[config.mk]
export PLATFORM = sky130hd
export DESIGN_NAME = rob_buffer
export DESIGN_NICKNAME = d
export VERILOG_FILES = /design/src/rtl/rob_buffer.sv
export SDC_FILE = /design/constraint.sdc
export NUM_CORES = 2
export LEC_CHECK = 0
export BUFFER_PORTS_ARGS = -buffer_cell sky130_fd_sc_hd__buf_4
export CELL_PAD_IN_SITES_DETAIL_PLACEMENT = 1
export CELL_PAD_IN_SITES_GLOBAL_PLACEMENT = 2
export CORE_ASPECT_RATIO = 1.2
export CORE_MARGIN = 10
export CORE_UTILIZATION = 39
export DETAILED_ROUTE_END_ITERATION = 6
export PLACE_DENSITY_LB_ADDON = 0.1
export SYNTH_ARGS = -nofsm -noshare
export SYNTH_HDL_FRONTEND = slang
export SYNTH_SLANG_ARGS = --single-unit
[constraint.sdc]
create_clock -name clk_i -period 3.4 [get_ports clk_i]
set_input_delay 0.51 -clock clk_i [delete_from_list [all_inputs] [get_ports clk_i]]
set_output_delay 0.51 -clock clk_i [all_outputs]
set_load 0.005 [all_outputs]
[src/rtl/rob_buffer.sv]
// Reorder buffer: circular entry store with in-order allocate/commit, out-of-order
// completion, and two bypassed operand read ports.
module rob_rd_lane #(
  parameter int ROB_SIZE = 8,
  parameter int VAL_W    = 64,
  parameter int FLAG_W   = 4,
  parameter int NUM_CPL  = 2,
  parameter int TAG_W    = 3
) (
  input  logic [TAG_W-1:0]                 rdTag,
  input  logic [ROB_SIZE-1:0]              busy,
  input  logic [ROB_SIZE-1:0]              done,
  input  logic [ROB_SIZE-1:0][VAL_W-1:0]   value,
  input  logic [ROB_SIZE-1:0][FLAG_W-1:0]  flags,
  input  logic [NUM_CPL-1:0]               cplValid,
  input  logic [NUM_CPL-1:0][TAG_W-1:0]    cplTag,
  input  logic [NUM_CPL-1:0][VAL_W-1:0]    cplValue,
  input  logic [NUM_CPL-1:0][FLAG_W-1:0]   cplFlags,
  output logic                             rdDone,
  output logic [VAL_W-1:0]                 rdValue,
  output logic [FLAG_W-1:0]                rdFlags
);
  // Ascending scan so the highest-indexed matching port ends up winning.
  always_comb begin
    rdDone  = done[rdTag];
    rdValue = value[rdTag];
    rdFlags = flags[rdTag];
    for (int p = 0; p < NUM_CPL; p++) begin
      if (busy[rdTag] && cplValid[p] && cplTag[p] == rdTag) begin
        rdDone  = 1'b1;
        rdValue = cplValue[p];
        rdFlags = cplFlags[p];
      end
    end
  end
endmodule

module rob_buffer #(
  parameter int ROB_SIZE = 8,
  parameter int VAL_W    = 64,
  parameter int FLAG_W   = 4,
  parameter int MGMT_W   = 9,
  parameter int NUM_CPL  = 2,
  localparam int TAG_W   = $clog2(ROB_SIZE)
) (
  input  logic                             clk_i,
  input  logic                             reset_n_i,
  input  logic                             alloc_valid_i,
  input  logic [MGMT_W-1:0]                alloc_mgmt_i,
  output logic                             alloc_ready_o,
  output logic [TAG_W-1:0]                 alloc_tag_o,
  input  logic [NUM_CPL-1:0]               cpl_valid_i,
  input  logic [NUM_CPL-1:0][TAG_W-1:0]    cpl_tag_i,
  input  logic [NUM_CPL-1:0][VAL_W-1:0]    cpl_value_i,
  input  logic [NUM_CPL-1:0][FLAG_W-1:0]   cpl_flags_i,
  input  logic [1:0][TAG_W-1:0]            rd_tag_i,
  output logic [1:0]                       rd_done_o,
  output logic [1:0][VAL_W-1:0]            rd_value_o,
  output logic [1:0][FLAG_W-1:0]           rd_flags_o,
  output logic                             commit_valid_o,
  input  logic                             commit_ready_i,
  output logic [TAG_W-1:0]                 commit_tag_o,
  output logic [MGMT_W-1:0]                commit_mgmt_o,
  output logic [VAL_W-1:0]                 commit_value_o,
  output logic [FLAG_W-1:0]                commit_flags_o,
  input  logic                             flush_i,
  output logic [TAG_W:0]                   count_o,
  output logic                             full_o,
  output logic                             empty_o
);
  logic [TAG_W-1:0]                head, tail;
  logic [TAG_W:0]                  count;
  logic [ROB_SIZE-1:0]             busy, done;
  logic [ROB_SIZE-1:0][MGMT_W-1:0] mgmt;
  logic [ROB_SIZE-1:0][VAL_W-1:0]  value;
  logic [ROB_SIZE-1:0][FLAG_W-1:0] flags;

  logic [ROB_SIZE-1:0]             cplHit;
  logic [ROB_SIZE-1:0][VAL_W-1:0]  cplVal;
  logic [ROB_SIZE-1:0][FLAG_W-1:0] cplFlg;
  logic                            allocFire, commitFire;

  assign full_o         = (count == (TAG_W+1)'(ROB_SIZE));
  assign empty_o        = (count == '0);
  assign count_o        = count;
  assign alloc_ready_o  = !full_o;
  assign alloc_tag_o    = tail;
  assign commit_valid_o = busy[head] && done[head];
  assign commit_tag_o   = head;
  assign commit_mgmt_o  = mgmt[head];
  assign commit_value_o = value[head];
  assign commit_flags_o = flags[head];
  assign allocFire      = alloc_valid_i && alloc_ready_o;
  assign commitFire     = commit_valid_o && commit_ready_i;

  // Per-entry completion resolve; later ports overwrite earlier ones.
  always_comb begin
    cplHit = '0;
    cplVal = '0;
    cplFlg = '0;
    for (int e = 0; e < ROB_SIZE; e++) begin
      for (int p = 0; p < NUM_CPL; p++) begin
        if (cpl_valid_i[p] && cpl_tag_i[p] == TAG_W'(e)) begin
          cplHit[e] = 1'b1;
          cplVal[e] = cpl_value_i[p];
          cplFlg[e] = cpl_flags_i[p];
        end
      end
    end
  end

  always_ff @(posedge clk_i or negedge reset_n_i) begin
    if (!reset_n_i) begin
      head  <= '0;
      tail  <= '0;
      count <= '0;
      busy  <= '0;
      done  <= '0;
      mgmt  <= '0;
      value <= '0;
      flags <= '0;
    end else if (flush_i) begin
      head  <= '0;
      tail  <= '0;
      count <= '0;
      busy  <= '0;
      done  <= '0;
    end else begin
      for (int e = 0; e < ROB_SIZE; e++) begin
        if (cplHit[e] && busy[e]) begin
          done[e]  <= 1'b1;
          value[e] <= cplVal[e];
          flags[e] <= cplFlg[e];
        end
      end
      // Allocation only hits a non-busy slot, so it never races a completion.
      if (allocFire) begin
        busy[tail] <= 1'b1;
        done[tail] <= 1'b0;
        mgmt[tail] <= alloc_mgmt_i;
        tail       <= tail + TAG_W'(1);
      end
      if (commitFire) begin
        busy[head] <= 1'b0;
        done[head] <= 1'b0;
        head       <= head + TAG_W'(1);
      end
      case ({allocFire, commitFire})
        2'b10:   count <= count + (TAG_W+1)'(1);
        2'b01:   count <= count - (TAG_W+1)'(1);
        default: count <= count;
      endcase
    end
  end

  for (genvar g = 0; g < 2; g++) begin : gRd
    rob_rd_lane #(
      .ROB_SIZE(ROB_SIZE), .VAL_W(VAL_W), .FLAG_W(FLAG_W),
      .NUM_CPL(NUM_CPL), .TAG_W(TAG_W)
    ) uRd (
      .rdTag    (rd_tag_i[g]),
      .busy     (busy),
      .done     (done),
      .value    (value),
      .flags    (flags),
      .cplValid (cpl_valid_i),
      .cplTag   (cpl_tag_i),
      .cplValue (cpl_value_i),
      .cplFlags (cpl_flags_i),
      .rdDone   (rd_done_o[g]),
      .rdValue  (rd_value_o[g]),
      .rdFlags  (rd_flags_o[g])
    );
  end
endmodule
==> results.json <==
{
  "status": "complete, but fails checks",
  "violations": "setup timing",
  "grt_pass1_vias": 41600,
  "regArea_sq_um": 16100,
  "cap_violations": 0,
  "relSlewSlack": 0.221,
  "fillCellCount": 12300,
  "cts_sinks": 642,
  "synth_edf_count": 0,
  "die_area_sq_um": 128000,
  "drt.antenna.violating_nets": 0,
  "critPathCaptureType": "output pin",
  "wire_per_inst_um": 33.3,
  "power_leakage_nw": 23.7,
  "clkLatencyLatePin_ns": 0.67,
  "drc_errors": 0,
  "dp_slack_ns": 0.0680,
  "timing.final.crit_share": 1.02,
  "grt_use_total": 0.315,
  "fmaxAchievable_mhz": 290,
  "synth-seq-area-share": 0.362,
  "path_class": "reg -> out",
  "fp-row-count": 135,
  "root_buffer": "clkbuf_16",
  "hold_path_class": "in -> reg",
  "fin_area_sq_um": 53800,
  "crit_fanout": 5,
  "vdd_drop_max_mv": 0.287,
  "finalWorstSetupSlack_ns": -0.0528,
  "syn_area_per_cell_sq_um": 9.84,
  "min_period_ns": 3.45,
  "clk_path_buf_depth": 3,
  "fin_nets": 4817,
  "ys_async_sr_fraction": 1.00,
  "synth_compound_area_frac": 0.166,
  "drtIter0Drc": 4156,
  "antenna_found_initial": 13,
  "grt_max_degree": 102,
  "syn_nets": 4679,
  "syn_area_sq_um": 44400,
  "synth-adder-area-share": 0.00113,
  "crit_slowest_cell": "mux4_2",
  "yosys_most_used_dff": "dfrtp_1",
  "cp-start-kind": "register",
  "placed_cells": 6038,
  "max_stage_delay_ns": 0.53,
  "final_util": 0.476,
  "start_util": 0.393,
  "grt_setup_unrepaired": "yes",
  "postPlaceCellArea_sq_um": 49500,
  "viasPerCell": 6.48,
  "grt_remaining_overflow": 0,
  "yosys.area_share.simple": 0.118,
  "synth_seq_cells": 642,
  "htree_levels": 3,
  "grt_pass1_wl_um": 301000,
  "power_density_nw_per_um2": 426,
  "stdcell_count": 6224,
  "cts_tree": "yes",
  "cp.required_ns": 2.89,
  "path_common_cell": "buf_12",
  "cts_made_buffers": 78,
  "multi_input_area_sq_um": 27100,
  "hold_viol_final": 0,
  "drv_slew": 0,
  "synth_top_family_by_area": "multiplexers",
  "cp_cell_sequence": "mux4_2, mux2i_4, or2_4, buf_12, buf_12, buf_12, nor2_4, o31ai_2, buf_4",
  "syn_inst": 4511,
  "first_pass_iters": 7,
  "die_h_um": 390,
  "area_delta_synth_final_pct": 21.1,
  "ioPinCount": 393,
  "dp_hpwl_um": 126000,
  "yosysWarnings": 0,
  "vias": 40400,
  "synthMuxAreaShare": 0.296,
  "synth_xor_area_frac": 0.00307,
  "drive_gt1_frac": 0.284,
  "setup_viol": 14,
  "p_total_mw": 22.9,
  "core_area_sq_um": 113000,
  "clk_pin_slew_ns": 0.06,
  "worstPathArrival_ns": 2.94,
  "fp.dieW_um": 328,
  "worst_pin_slew_ns": 1.17,
  "skew_ns": 0.0241,
  "gp_congestion": 0.864,
  "drt-total-wl_um": 207000,
  "ys_types": 63,
  "io_buffers": 392
}
==> Yosys cell counts (all sizes together), types with 4 or more instances <==
library cell,n,share of area
dfrtp,642,0.36
mux2i,559,0.13
nor2,464,0.039
nand2,445,0.038
clkbuf,395,0.033
a21oi,288,0.032
mux4,281,0.14
o21ai,278,0.031
a22oi,179,0.030
buf,172,0.021
nor2b,149,0.021
a211oi,136,0.023
o31ai,136,0.024
mux2,97,0.027
nand3,84,0.0096
a221oi,41,0.0081
a222oi,40,0.0090
a22o,16,0.0032
nor3,11,0.0016
xnor2,11,0.0022
nand4,10,0.0014
and2,8,0.0011
and3,7,0.0014
nand4b,7,0.0014
nand2b,6,0.00085
inv,5,0.00042
ha,4,0.0011
nor3b,4,0.00068
nor4,4,0.00056
==> cell type report <==
cell class | count | share of cell area
Antenna cell | 6 | 0.000279
Clock buffer | 113 | 0.0430
Clock inverter | 29 | 0.00647
Inverter | 5 | 0.000349
Multi-Input combinational cell | 3297 | 0.504
Sequential cell | 642 | 0.299
Tap cell | 1507 | 0.0351
Timing Repair Buffer | 625 | 0.112
==> what timing repair did <==
item	4_1_cts	5_1_grt
setup buffers	19	10
gates resized for setup	82	149
pin swaps	13	26
endpoints found under the setup margin	196	91
endpoints found under the hold margin	54	0
hold buffers	1	0
cloned	4	5
==> flip-flops by register name, indices dropped and copies added, names as in the netlist <==
register / count
alloc_tag_o: 3
busy: 8
commit_tag_o: 3
count_o: 4
done: 8
flags: 32
mgmt: 72
value: 512
==> power by group <==
| part | total, mW | leakage, nW | switching (mW) | internal [mW] |
|---|---|---|---|---|
| Combinational | 4.95 | 13.6 | 2.46 | 2.49 |
| Clock | 8.95 | 1.32 | 3.69 | 5.26 |
| Sequential | 9.02 | 8.78 | 0.712 | 8.31 |
==> worst paths after layout <==
kind | slack, ns | cells after the start | from | end
max reg2reg | 0.27 | 10 | commit_tag_o[2] | count_o[3]
max in group asynchronous | 1.96 | 3 | reset_n_i | mgmt[2]
min | 0.15 | 2 | alloc_mgmt_i[7] | mgmt[16]
min in group asynchronous | 0.53 | 2 | reset_n_i | value[508]
min reg2reg | 0.51 | 1 | mgmt[20] | mgmt[20]
max | -0.05 | 9 | busy[3] | rd_value_o[103]
==> kinds of logic (layout without fill, tap and decap cells) <==
group                    after synthesis  count (layout)
XOR/XNOR                              14              14
multiplexers                         937             937
flip-flops                           642             642
AND/OR/NAND/NOR                     1206            1206
buffers and inverters                572             772
adder cells (fa/ha/maj)                4               4
other                                  0               6
AO/OA/AOI/OAI                       1136            1136
==> worst max-delay path, delay by kind of cell, from the launching register on <==
kind | cells | cell delay, ns
mux | 2 | 0.77
simple gates | 2 | 0.26
buf+inv | 4 | 0.57
compound gates | 1 | 0.25
flops | 1 | 0.44
==> layout by cell type (no fill, tap or decap), types with 75 or more instances in the layout <==
cell and n:
a211oi_1 75, a21oi_1 288, a22oi_1 179, buf_12 82
buf_4 511, clkbuf_16 84, dfrtp_1 638, mux2i_1 558
mux4_2 281, nand2_1 441, nand3_1 77, nor2_1 433
nor2b_1 142, o21ai_0 265, o31ai_1 75
==> routing by layer <==
layer | routed length [um] | track usage | share of wire
met3 | 15600 | 0.0566 | 0.075
met2 | 99000 | 0.516 | 0.48
met1 | 84000 | 0.408 | 0.41
met5 | 69 | 0 | 0.00033
met4 | 8540 | 0.124 | 0.041
==> per-stage QoR <==
step	hold slack, ns	TNS [ns]
2_1_floorplan	0.214	0
3_3_place_gp	0.487	0
3_5_place_dp	0.491	0
4_1_cts	0.112	-0.225
5_1_grt	0.139	-2.22
6_report	0.145	-0.262
Power figures use the tool's default switching activity.
